==> src/rtl/ctlab_token_tx.sv <==
// ctlab_token_tx: control-token transmitter driving CT1/CT2 codes onto the {a,b,c,d} bus
//   clk, rst_n            clock, async active-low reset
//   req_valid, req_sel    token request (sel 0 = CT1 0110, 1 = CT2 1011), req_ready = !pend_valid
//   a,b,c,d               registered code bus, a = MSB
//   tx_busy, tx_done      FSM not idle; pulse on last hold cycle of each token
module ctlab_token_tx #(
  parameter int HOLD_CYCLES = 10,
  parameter int GAP_CYCLES = 1,
  parameter logic [3:0] IDLE_CODE = 4'b0000
) (
  input  logic clk,
  input  logic rst_n,
  input  logic req_valid,
  input  logic req_sel,
  output logic req_ready,
  output logic a,
  output logic b,
  output logic c,
  output logic d,
  output logic tx_busy,
  output logic tx_done
);
  localparam int MX = HOLD_CYCLES > GAP_CYCLES ? HOLD_CYCLES : GAP_CYCLES;
  localparam int W = $clog2(MX + 1);
  localparam logic [3:0] CT1 = 4'b0110;
  localparam logic [3:0] CT2 = 4'b1011;
  typedef enum logic [1:0] {IDLE, DRIVE, GAP} state_t;
  state_t state, state_n;
  logic [W-1:0] cnt, cnt_n;
  logic [3:0] bus, bus_n;
  logic pend_valid, pend_valid_n, pend_sel, pend_sel_n, cur_sel, cur_sel_n;
  logic accept, last, launch, take, done_n;
  assign req_ready = !pend_valid;
  assign {a, b, c, d} = bus;
  assign tx_busy = state != IDLE;
  // cnt holds the cycles remaining in the current DRIVE/GAP phase, including this one
  always_comb begin
    accept = req_valid && req_ready;
    last = cnt == W'(1);
    launch = state == IDLE || (state == GAP && last) || (state == DRIVE && last && GAP_CYCLES == 0);
    take = launch && (pend_valid || accept);
    state_n = state;
    cnt_n = cnt;
    cur_sel_n = cur_sel;
    pend_valid_n = pend_valid;
    pend_sel_n = pend_sel;
    if (take) begin
      state_n = DRIVE;
      cnt_n = W'(HOLD_CYCLES);
      cur_sel_n = pend_valid ? pend_sel : req_sel;
      pend_valid_n = 1'b0;
    end else if (launch) begin
      state_n = IDLE;
    end else if (!last) begin
      cnt_n = cnt - W'(1);
    end else begin
      state_n = GAP;
      cnt_n = W'(GAP_CYCLES);
    end
    // ready is low while pending is full, so an accept here never collides with a pop
    if (accept && !take) begin
      pend_valid_n = 1'b1;
      pend_sel_n = req_sel;
    end
    bus_n = state_n == DRIVE ? (cur_sel_n ? CT2 : CT1) : IDLE_CODE;
    done_n = state_n == DRIVE && cnt_n == W'(1);
  end
  always_ff @(posedge clk or negedge rst_n) begin
    if (!rst_n) begin
      state <= IDLE;
      cnt <= '0;
      bus <= IDLE_CODE;
      pend_valid <= 1'b0;
      pend_sel <= 1'b0;
      cur_sel <= 1'b0;
      tx_done <= 1'b0;
    end else begin
      state <= state_n;
      cnt <= cnt_n;
      bus <= bus_n;
      pend_valid <= pend_valid_n;
      pend_sel <= pend_sel_n;
      cur_sel <= cur_sel_n;
      tx_done <= done_n;
    end
  end
endmodule

==> config.mk <==
export PLATFORM = sky130hd
export DESIGN_NAME = ctlab_token_tx
export DESIGN_NICKNAME = d
export VERILOG_FILES = /design/src/rtl/ctlab_token_tx.sv
export SDC_FILE = /design/constraint.sdc
export NUM_CORES = 1
export LEC_CHECK = 0
export ABC_CLOCK_PERIOD_IN_PS = 2600
export CAP_MARGIN = 20
export CORE_MARGIN = 1.5
export CORE_UTILIZATION = 49
export CTS_CLUSTER_DIAMETER = 60
export DETAILED_ROUTE_END_ITERATION = 10
export PLACE_DENSITY_LB_ADDON = 0.15
export SLEW_MARGIN = 40
export SYNTH_ARGS = -nofsm -noshare
export SYNTH_HDL_FRONTEND = slang
export SYNTH_SLANG_ARGS = --single-unit
==> constraint.sdc <==
create_clock -name clk -period 2.6 [get_ports clk]
set_input_delay 0.39 -clock clk [delete_from_list [all_inputs] [get_ports clk]]
set_output_delay 0.39 -clock clk [all_outputs]
set_load 0.03 [all_outputs]
== Yosys cells after proc, flatten, opt, wreduce, memory -nomap -nowiden ==
Cells that the tools add are included.

* Add/sub/neg operators: 1
* Equal/unequal tests: 4
* Mux-type cells: 12
* Reduce and logical (&&, ||, !) cells: 12

{| class="wikitable"
|+ Operator list
! operator !! number
|-
| 2-to-1 mux 4 bit || 5
|-
| equality test 4 x 1 -> 1 bit (second input constant) || 2
|-
| 2-to-1 mux 2 bit || 3
|-
| logical AND 1 bit || 5
|-
| 2-to-1 mux 1 bit || 4
|-
| nonzero test 2 bit || 2
|-
| subtractor 4 x 1 -> 4 bit (second input constant) || 1
|-
| equality test 2 x 1 -> 1 bit (second input constant) || 1
|-
| equality test 2 bit (second input constant) || 1
|-
| zero test 1 bit || 2
|-
| zero test 2 bit || 1
|-
| logical OR 1 bit || 2
|}

* Register bits after elaboration: 14
* Input bits: 4
* Output and inout bits: 7
* Logic and storage cells: 36

== Longest topological paths before layout ==
* Word-level depth: 7
* Mapped depth: 6
* Gate-level depth less buffers: 6

== Worst setup path before layout ==
OpenSTA, ideal clock, no wires.

* Path kind: reg-to-reg
* Start: register cnt[1]
* End: register bus[0]
* Library setup time: 0.118 ns
* Data arrival time: 1.726 ns
* Data required time: 2.482 ns
* Path slack: 0.755 ns
* Stages on the path, launching flop included: 7
* Buffers on the path: 0
* Period minus slack after synthesis: 1.845 ns
* Cells stage by stage: dfrtp_1 inv_1 ha_1 or3b_4 a211oi_2 mux2_4 and2b_1

* Longest elaborated chain between the ends: 7
* Elaborated cells between the ends (all ways): 11
* Those cells by class: eq/ne (2); mux (6); reduce/logical (3)

{| class="wikitable"
|+ RTL lines
! element !! line !! text
|-
| start: declaration || 29 || <nowiki>logic [W-1:0] cnt, cnt_n;</nowiki>
|-
| start signal: assignment || 79 || <nowiki>cnt <= cnt_n;</nowiki>
|-
| equality test 4 x 1 -> 1 bit || 39 || <nowiki>last = cnt == W'(1);</nowiki>
|-
| logical AND 1 bit || 40 || <nowiki>launch = state == IDLE || (state == GAP && last) || (state == DRIVE && last && GAP_CYCLES == 0);</nowiki>
|-
| logical OR 1 bit || 40 ||
|-
| logical AND 1 bit || 41 || <nowiki>take = launch && (pend_valid || accept);</nowiki>
|-
| 2-to-1 mux 1 bit || 47 || <nowiki>if (take) begin</nowiki>
|-
| via cur_sel_n || 31 || <nowiki>logic pend_valid, pend_valid_n, pend_sel, pend_sel_n, cur_sel, cur_sel_n;</nowiki>
|-
| 2-to-1 mux 4 bit (2 in series) || 65 || <nowiki>bus_n = state_n == DRIVE ? (cur_sel_n ? CT2 : CT1) : IDLE_CODE;</nowiki>
|-
| via bus_n[0] || 30 || <nowiki>logic [3:0] bus, bus_n;</nowiki>
|-
| end signal: assignment || 80 || <nowiki>bus <= bus_n;</nowiki>
|-
| end: declaration || 30 ||
|}

The timed path passes the listed nets, and every way through them passes these cells.
A chain may end at the register's enable or synchronous reset.

== Worst setup path in the final report ==
* Start: register state[0]
* End: output tx_busy

* Longest elaborated chain between the ends: 1

{| class="wikitable"
|+ RTL lines
! element !! line !! text
|-
| start: declaration || 28 || <nowiki>state_t state, state_n;</nowiki>
|-
| start signal: assignment || 78 || <nowiki>state <= state_n;</nowiki>
|-
| nonzero test 2 bit || 35 || <nowiki>assign tx_busy = state != IDLE;</nowiki>
|-
| end: declaration || 20 || <nowiki>output logic tx_busy,</nowiki>
|}

No other way between the ends.

==> results.env <==
STATIC-LEAKAGE-POWER_nW=0.340
SLEW_HEADROOM_PCT=60.6
GRT_START_MAX_NET_PINS=14
CTS.REPAIR_TIMING.SETUP_BUFFER_COUNT=0
DETAILED_PLACE_HPWL_UM=902
LAYOUT-AREA-OVERHEAD-VS-SYNTH_PCT=21.1
WORST-SETUP-PATH-TYPE='reg -> out'
CTS_INSERTED_BUFFERS=3
POWER_FRAC_CLOCK_PCT=11.4
CLKSINKCOUNT=13
SEQUENTIALPOWERSHARE_PCT=37.2
SYN_AREA_UM2=646
GPL.FINAL_WEIGHTED_CONGESTION=0.856
REGAREA_UM2=325
NETLIST.AREA_LEADER.SHARE_PCT=50.4
SYNTH.TOP_CELLS.BY_COUNT='dfrtp_1 (13), nor2_1 (7), inv_1 (5), nand2_1 (5)'
FIRST_GLOBAL_VIAS=439
CRITPATHREQUIREDTIME_NS=2.21
DR.FIRST_ITER.DRC_COUNT=7
FINAL-SETUP-VIOL-COUNT=0
SYNTH.MOST_COMMON_CELL='dfrtp_1'
SWITCHING_POWER_W=0.000430
FINISH.CELL_COUNT_WITHOUT_FILLERS=84
START_KIND='register'
GRT_ANTENNA_BEFORE_REPAIR=0
NUMPORTBUFFERS=10
DETAIL_ROUTE.WIRELENGTH_MM=1.13
SYNTH.YOSYS.SEQ_AREA_SHARE_PCT=50.4
CRITICAL_PATH_ENDPOINT_CATEGORY='output port'
POSTCTSRESIZEDCELLS=0
POST_CTS_HOLD_BUFFER_COUNT=0
POSTSYNTHAREAPERCELL_UM2=11.3
CRITICAL_PATH.MAX_FANOUT=7
SYNTHFLOPTYPE='dfrtp_1'
SYN_INST=57
POST_SYNTH_NUM_CELL_TYPES=25
CTS_MAX_LEVEL=1
RSZ0062_AT_GRT='false'
SHARE_OF_POWER_BURNED_IN_COMBINATIONAL_LOGIC_PCT=51.5
SW_FRAC_OF_TOTAL_PCT=41.0
POSTROUTEANTENNANETS=0
WIRE_PER_INST_UM=13.4
ROUTED-VIA-COUNT=449
CLK_PIN_SLEW_WORST_PATHS_NS=0.08
WORST_CLOCK_SKEW_NS=0.00720
DIEAREA_UM2=1540
DIE_X_UM=39.3
DRV_CAP=0
FINALWORSTPATHREQUIREDPERIOD_NS=2.02
INITIAL_UTILIZATION_PCT=55.1
DRT_PRE_ANTENNA_ITERS=4
AREA_OF_THE_MULTI_INPUT_GATES_UM2=294
FP.COREAREA_UM2=1170
FLOORPLAN.DIE.HEIGHT_UM=39.3
YS_SEQ_ELEMENTS=13
VDD.IR_DROP.WORST_V=0.000693
LAYOUT.CELL_AREA.NON_FILLER_UM2=782
SYNTH_WARN=0
POST-PLACE-CELLS=80
POST_DP_CELL_AREA_UM2=756
DRV_SLEW=0
CELL_INTERNAL_PWR_W=0.000618
REPORT.FINAL.HOLD_VIOL_COUNT=0
CLOCK-ROOT-BUFFER='clkbuf_4'
RUN_STATUS='completed'
TRANSITION_TIME_AT_THE_PIN_WITH_THE_LEAST_SLEW_MARGIN_NS=0.589
DRC=0
GRT_USE_TOTAL_PCT=20.0
LAYOUT-DRIVE-GT1-SHARE_PCT=18.6
POWER_DENSITY_nW_PER_UM2=1340
BUFFER_DEPTH_OF_THE_LONGEST_CLOCK_PATH=2
EDFF_COUNT_SYNTH=0
CLKLATENCYLATEPIN_NS=0.27
POST-ROUTE-PERIOD-UTIL_PCT=77.8
POST_SYNTH_MAIN_AREA_CONTRIBUTORS='dfrtp_1 (50%), mux2_4 (4.7%), nor2_1 (4.1%)'
CLOCK_TREE_FROM_TRITONCTS='done'
PLACEMENTROWS=12
FLOORPLAN.IO_PINS=11
CRITPATHARRIVALTIME_NS=1.63
FINAL_NETS=77
SYNTH_TOP_CELL_BY_AREA='dfrtp_1'
POSTSYNTH.ASYNCRESETSHARE_PCT=100
FIN_TNS_SETUP_NS=0
FIRST_PASS_GRT_WIRE_LENGTH_MM=1.95
FILLERS=107
POSTSYNTHNETCOUNT=63
OVERFLOW=0
ROUTED_VIA_DENSITY=5.35
HOLDCRITPATHCLASS='in -> async'
ANTENNA_CELLS=0
MAX_FREQ_GHz=0.494
==> placed cells by master, fill, tap and decap left out, types with 2 or more instances in the layout <==
cell,n
mux2_4,2
inv_1,5
nor2_1,7
nor3b_1,2
dfrtp_1,13
mux2_2,2
a21oi_1,2
nand3b_1,2
ha_1,2
clkdlybuf4s50_1,10
nand2_1,5
clkbuf_4,3
==> cell type report <==
type / instances / area share, %
sequential: 13 / 41.6
inverter: 5 / 2.40
clock buffer: 4 / 3.36
tap: 14 / 2.24
multi-input combinational: 38 / 37.6
timing repair buffer: 10 / 12.8
==> metal layers <==
layer | part of all wire [%] | global-route usage, %
met4 | 2.4 | 10.3
met2 | 47 | 30.8
met1 | 47 | 25.5
met5 | 0 | 0
met3 | 3.0 | 5.11
==> worst max-delay path: stages, from the launching register on <==
cell and delay (ns):
dfrtp_1 0.51, nor2_1 0.13, inv_1 0.07, clkdlybuf4s50_1 0.66
==> worst paths after layout <==
path	from	end	slack (ns)	cells past startpoint
min in group clk	pend_sel	pend_sel	0.52	1
worst min register to register	pend_sel	pend_sel	0.52	1
worst min-delay path	rst_n	cnt[3]	0.49	1
worst max register to register	cnt[1]	bus[0]	0.64	6
max in group asynchronous	rst_n	cnt[0]	1.72	1
worst max-delay path	state[0]	tx_busy	0.58	3
==> registers in the layout, summed over array words and instances, names as in the netlist <==
register    count
pend_valid      1
cur_sel         1
state           2
tx_done         1
cnt             4
pend_sel        1
bus             3
==> power by group through the flow <==
stage | sequential (W) | combinational [W] | clock, W
after floorplan | 0.000426 | 0.000350 | 0
after global placement | 0.000390 | 0.000538 | 0
after detailed placement | 0.000394 | 0.000546 | 0
after CTS | 0.000390 | 0.000548 | 0.000126
after global routing | 0.000403 | 0.000595 | 0.000136
final | 0.000389 | 0.000539 | 0.000119
==> through the flow <==
stage	hold WS, ns	utilization, %	worst slack (ns)	power (W)
after floorplan	0.0944	-	0.755	0.000775
after global placement	0.493	64.5	0.719	0.000928
after detailed placement	0.495	64.5	0.654	0.000939
after global routing	0.536	66.8	0.512	0.00113
after CTS	0.495	66.8	0.574	0.00106
final	0.489	66.8	0.577	0.00105
==> kinds of logic (layout without fill, tap and decap cells) <==
kind of cell	after synthesis	after routing	share of synthesized area, %
adders and majority gates	2	2	3.88
xor gates and xnor gates	1	1	1.36
muxes	5	5	9.69
buffers and inverters	6	19	4.07
and+or+nand+nor	24	24	22.5
DFF	13	13	50.4
AOI/OAI and AO/OA	6	6	8.14
No activity file was read; power rests on OpenSTA's default activity.
